`config.mk`:
```
export PLATFORM = sky130hd
export DESIGN_NAME = mod997_reduce_seq
export DESIGN_NICKNAME = d
export VERILOG_FILES = /design/src/rtl/mod997_reduce_seq.sv
export SDC_FILE = /design/constraint.sdc
export NUM_CORES = 1
export LEC_CHECK = 0
export CORE_UTILIZATION = 40
export CTS_BUF_LIST = sky130_fd_sc_hd__clkbuf_8
export CTS_CLUSTER_DIAMETER = 30
export DETAILED_ROUTE_END_ITERATION = 7
export HOLD_SLACK_MARGIN = 0.15
export PLACE_DENSITY = 0.65
export SYNTH_ARGS = -nofsm -noshare
export SYNTH_HDL_FRONTEND = slang
export SYNTH_SLANG_ARGS = --single-unit
```
`constraint.sdc`:
```
create_clock -name clk -period 33.1 [get_ports clk]
set_input_delay 4.965 -clock clk [delete_from_list [all_inputs] [get_ports clk]]
set_output_delay 4.965 -clock clk [all_outputs]
set_load 0.02 [all_outputs]
```
`src/rtl/mod997_reduce_seq.sv`:
```
// Sequential modulo-MOD reducer: walks CHUNK-bit slices of a wide operand through
// an external per-slice residue LUT bank and accumulates the residues.
module mod997_reduce_seq #(
    parameter int W     = 400,
    parameter int CHUNK = 6,
    parameter int MOD   = 997,
    parameter int RW    = 10
) (
    input  logic                               clk,
    input  logic                               rst,
    input  logic                               in_valid,
    output logic                               in_ready,
    input  logic [W-1:0]                       in_data,
    output logic                               lut_en,
    output logic [$clog2((W+CHUNK-1)/CHUNK)-1:0] lut_sel,
    output logic [CHUNK-1:0]                   lut_addr,
    input  logic [RW-1:0]                      lut_data,
    input  logic                               clear,
    output logic                               out_valid,
    input  logic                               out_ready,
    output logic [RW-1:0]                      out_data
);

    localparam int NCHUNK = (W + CHUNK - 1) / CHUNK;
    localparam int SW     = $clog2(NCHUNK);
    localparam int OPW    = NCHUNK * CHUNK;

    localparam logic [1:0] IDLE  = 2'd0;
    localparam logic [1:0] ISSUE = 2'd1;
    localparam logic [1:0] DRAIN = 2'd2;
    localparam logic [1:0] DONE  = 2'd3;

    localparam logic [RW:0]   MOD_W     = (RW+1)'(MOD);
    localparam logic [SW-1:0] LAST_IDX  = SW'(NCHUNK - 1);

    logic [1:0]     state;
    logic [OPW-1:0] operand;
    logic [SW-1:0]  counter;
    logic [RW-1:0]  res_q;
    logic           res_live;
    logic [RW-1:0]  acc;
    logic [RW-1:0]  absorb_in;
    logic [RW-1:0]  acc_next;

    // Both acc and the residue are below MOD, so the sum is below 2*MOD and
    // a single conditional subtract restores the invariant.
    function automatic logic [RW-1:0] mod_add(input logic [RW-1:0] a, input logic [RW-1:0] b);
        logic [RW:0] s;
        s = {1'b0, a} + {1'b0, b};
        if (s >= MOD_W)
            s = s - MOD_W;
        return s[RW-1:0];
    endfunction

    // Residue register holds nothing useful until the first lookup lands.
    assign absorb_in = res_live ? res_q : '0;
    assign acc_next  = mod_add(acc, absorb_in);

    assign in_ready = (state == IDLE);
    assign lut_en   = (state == ISSUE);
    assign lut_sel  = lut_en ? counter : '0;
    assign lut_addr = lut_en ? operand[int'(counter)*CHUNK +: CHUNK] : '0;

    always_ff @(posedge clk or posedge rst) begin
        if (rst) begin
            state     <= IDLE;
            operand   <= '0;
            counter   <= '0;
            res_q     <= '0;
            res_live  <= 1'b0;
            acc       <= '0;
            out_valid <= 1'b0;
            out_data  <= '0;
        end else if (clear && state != IDLE) begin
            state     <= IDLE;
            counter   <= '0;
            res_live  <= 1'b0;
            acc       <= '0;
            out_valid <= 1'b0;
        end else begin
            case (state)
                IDLE: begin
                    if (in_valid) begin
                        operand  <= OPW'(in_data);
                        counter  <= '0;
                        acc      <= '0;
                        res_live <= 1'b0;
                        state    <= ISSUE;
                    end
                end
                ISSUE: begin
                    res_q    <= lut_data;
                    res_live <= 1'b1;
                    acc      <= acc_next;
                    counter  <= counter + 1'b1;
                    if (counter == LAST_IDX)
                        state <= DRAIN;
                end
                DRAIN: begin
                    acc       <= acc_next;
                    out_data  <= acc_next;
                    out_valid <= 1'b1;
                    res_live  <= 1'b0;
                    state     <= DONE;
                end
                default: begin
                    if (out_ready) begin
                        out_valid <= 1'b0;
                        state     <= IDLE;
                    end
                end
            endcase
        end
    end

endmodule

```
==> impl_metrics.xml <==
<?xml version="1.0" encoding="UTF-8"?>
<metrics>
  <group name="clock_network">
    <metric name="num_clock_sinks" unit="">441</metric>
    <metric name="buffer_levels_on_the_longest_clock_path" unit="">3</metric>
    <metric name="clk_transition_reported_paths" unit="ns">0.05</metric>
    <metric name="clock_tree.htree_level_count" unit="">3</metric>
    <metric name="clock_latency" unit="ns">0.70</metric>
    <metric name="clockRootBuffer" unit="">clkbuf_8</metric>
    <metric name="ctsResizeCount" unit="">0</metric>
    <metric name="cts.repair_timing.setup_buffer_count" unit="">0</metric>
    <metric name="tritoncts.num_buffers" unit="">111</metric>
    <metric name="cts-hold-fix-buffers" unit="">0</metric>
    <metric name="cts_tree" unit="">done</metric>
  </group>
  <group name="timing">
    <metric name="tns" unit="ns">0</metric>
    <metric name="slew_worst_pin" unit="ns">1.13</metric>
    <metric name="final_number_of_hold_violating_endpoints" unit="">0</metric>
    <metric name="final_critical_path_setup_slack" unit="ns">23.52</metric>
    <metric name="clock_skew" unit="ns">0.0193</metric>
    <metric name="slew_headroom" unit="%">24.8</metric>
    <metric name="finalMaxSlewViolations" unit="">0</metric>
    <metric name="grt_setup_unrepaired" unit="">false</metric>
    <metric name="fmaxAchievable" unit="MHz">104</metric>
    <metric name="final.period_utilization" unit="%">28.9</metric>
    <metric name="finalCriticalPeriod" unit="ns">9.58</metric>
    <metric name="setup_violations" unit="">0</metric>
  </group>
  <group name="floorplanning">
    <metric name="placement_rows" unit="">83</metric>
    <metric name="core" unit="sq um">51400</metric>
    <metric name="dieArea" unit="sq um">53100</metric>
    <metric name="number_of_placed_i_o_pins" unit="">441</metric>
    <metric name="die_width" unit="um">230</metric>
    <metric name="die-height" unit="um">230</metric>
    <metric name="initial_core_util" unit="%">40.6</metric>
  </group>
  <group name="route">
    <metric name="detail_route.wirelength" unit="mm">61.7</metric>
    <metric name="detailedRoute.firstPassIterationCount" unit="">6</metric>
    <metric name="first_iter_violations" unit="">847</metric>
    <metric name="drt-vias-per-instance" unit="">5.29</metric>
    <metric name="route.vias.total" unit="">14100</metric>
    <metric name="drtAntennaViolNets" unit="">0</metric>
    <metric name="remaining_drc_errors" unit="">0</metric>
    <metric name="wire_per_inst" unit="um">23.1</metric>
  </group>
  <group name="logic_synthesis">
    <metric name="dominantRegCellSynth" unit="">dfrtp_1</metric>
    <metric name="synth-async-reset-ratio" unit="%">100</metric>
    <metric name="synth.avg_cell_area" unit="sq um">14.9</metric>
    <metric name="synth_sequential_area_ratio" unit="%">52.9</metric>
    <metric name="synth.lib_cells_used.distinct" unit="">58</metric>
    <metric name="postSynthRegisterBits" unit="">441</metric>
    <metric name="mappedNetlistNets" unit="">1837</metric>
    <metric name="synth_enable_flop_cells" unit="">0</metric>
    <metric name="syn_inst" unit="">1403</metric>
    <metric name="yosys_warnings" unit="">0</metric>
    <metric name="synth.cell_area" unit="sq um">20900</metric>
  </group>
  <group name="grt">
    <metric name="vias_in_the_first_global_route" unit="">15300</metric>
    <metric name="global_route.overflow_total" unit="">0</metric>
    <metric name="globalRouteTotalUtil" unit="%">23.5</metric>
    <metric name="wire_length_of_the_first_global_routing_pass" unit="mm">92.9</metric>
    <metric name="grt_start_max_net_pins" unit="">186</metric>
    <metric name="antenna_violations_before_repair" unit="">42</metric>
  </group>
  <group name="worst_setup_path">
    <metric name="worst_setup_path_end_kind" unit="">output pin</metric>
    <metric name="worstSetupStartpointType" unit="">flop</metric>
    <metric name="worst-path-max-fanout" unit="">55</metric>
    <metric name="arrival" unit="ns">4.61</metric>
    <metric name="timing.critical_path.required" unit="ns">28.13</metric>
    <metric name="timing.setup.critical_path_class" unit="">flop to output pin</metric>
  </group>
  <group name="placement">
    <metric name="gpl.final_weighted_congestion" unit="">0.847</metric>
    <metric name="placed_cells" unit="">2446</metric>
    <metric name="dp.final_hpwl" unit="mm">44.7</metric>
    <metric name="dpl_worst_slack" unit="ns">24.07</metric>
    <metric name="io_buffer_count" unit="">440</metric>
  </group>
  <group name="min_path">
    <metric name="worst_hold_path_type" unit="">flop to flop</metric>
  </group>
  <group name="power_and_ir_drop">
    <metric name="power_per_cell_area" unit="nW/um^2">94.9</metric>
    <metric name="peak_supply_drop" unit="mV">0.0402</metric>
    <metric name="post-layout-total-power" unit="uW">2720</metric>
    <metric name="leakage" unit="uW">0.0116</metric>
  </group>
  <group name="layout">
    <metric name="synthToLayoutAreaGrowth" unit="%">37.4</metric>
    <metric name="layout.filler_cells" unit="">4156</metric>
    <metric name="drive_above_1_share" unit="%">38.2</metric>
    <metric name="layout.cells.most_common_list" unit="">clkdlybuf4s50_1, dfrtp_1, mux2_2, clkbuf_8, mux4_2</metric>
    <metric name="nets" unit="">2313</metric>
    <metric name="layout.cells.most_common" unit="">clkdlybuf4s50_1</metric>
    <metric name="finish.cell_count_without_fillers" unit="">2667</metric>
  </group>
  <group name="status">
    <metric name="status" unit="">completed</metric>
  </group>
  <group name="job">
    <metric name="timing.max_cap.violations" unit="">0</metric>
  </group>
</metrics>
## registers in the layout, summed over array words and instances, names as in the netlist
signal	count
operand	400
acc	10
out_data	10
res_q	10
counter	7
state	2
out_valid	1
res_live	1
## critical path, stage by stage, from the launching register on
cell and delay (ns):
dfrtp_4 0.93, buf_4 0.77, mux4_2 0.46, mux4_2 0.50, mux2i_1 0.19, o32ai_1 0.11
o21bai_1 0.21, clkdlybuf4s50_1 0.67
## cell usage after synthesis (2+ instances only)
master	n	area [sq um]
mux4_2	120	2700
nor3_1	13	65.1
nand2_1	51	191
buf_2	4	20.0
nor3b_1	3	22.5
a31oi_1	7	43.8
o22ai_1	6	37.5
o32ai_1	2	17.5
a21oi_1	28	140
or3_1	4	25.0
buf_1	14	52.6
xnor2_1	6	52.6
clkbuf_1	74	278
dfrtp_1	441	11000
nor2b_1	4	25.0
nor2_1	24	90.1
ha_1	18	225
nor4_1	2	12.5
o41ai_1	5	43.8
a21o_1	4	30.0
o21ai_0	46	230
a21boi_0	2	15.0
xor2_1	4	35.0
mux2_2	410	4620
and2_1	16	100
a211oi_1	3	22.5
and3_1	4	25.0
or4_1	2	15.0
nand2b_1	5	31.3
a22oi_1	2	15.0
nand3_1	10	50.1
o21bai_1	6	45.0
mux2i_1	21	210
a221oi_1	3	26.3
inv_1	16	60.1
## through the flow
stage | cell area, sq um | utilization (%) | hold slack (ns)
final | 28700 | 55.8 | 0.472
after global routing | 28700 | 55.8 | 0.502
after CTS | 28600 | 55.7 | 0.479
after detailed placement | 25900 | 50.4 | 0.469
after global placement | 25900 | 50.4 | 0.461
after floorplan | 20900 | - | 0.456
## worst paths after layout
| path | end | startpoint | cells past startpoint | slack [ns] |
|---|---|---|---|---|
| worst min-delay path | out_data[6] | out_data[6] | 2 | 0.47 |
| worst max register to register | operand[69] | state[0] | 6 | 28.85 |
| max in group asynchronous | operand[177] | rst | 4 | 25.99 |
| min in group asynchronous | out_data[8] | rst | 2 | 4.87 |
| worst max-delay path | lut_addr[5] | counter[1] | 7 | 23.52 |
| worst min register to register | out_data[6] | out_data[6] | 2 | 0.47 |
## report_power, final
group | internal (uW) | switching, uW
Combinational | 560 | 391
Sequential | 812 | 166
Clock | 513 | 279
Total | 1880 | 836
## final cells by class
class	count	area, sq um	area share, %
well taps	680	851	2.97
diodes	18	45.0	0.157
inverters	17	71.3	0.249
clock inverters	68	848	2.96
clock buffers	135	1860	6.48
flip-flops and latches	441	11000	38.5
repair buffers	455	4530	15.8
multi-input cells	853	9420	32.9
## per-layer routing
metal | vias to the layer above | track usage [%] | wire length (um)
met4 | 46 | 8.65 | 1700
met5 | - | 0 | 289
met1 | 7206 | 28.0 | 24000
met3 | 150 | 8.99 | 5040
li1 | 6283 | - | -
met2 | 432 | 38.6 | 30700
## cell families (layout without fill, tap and decap cells)
family / count (synthesis) / after routing / share of synthesized area [%]
buffers and inverters: 109 / 675 / 1.99
muxes: 551 / 551 / 36.1
adders and majority gates: 19 / 19 / 1.18
and+or+nand+nor: 145 / 145 / 3.42
DFF: 441 / 441 / 52.9
other: 0 / 18 / 0
AOI/OAI and AO/OA: 127 / 127 / 3.94
xor gates and xnor gates: 11 / 11 / 0.498
(Power assumes the default switching activity.)
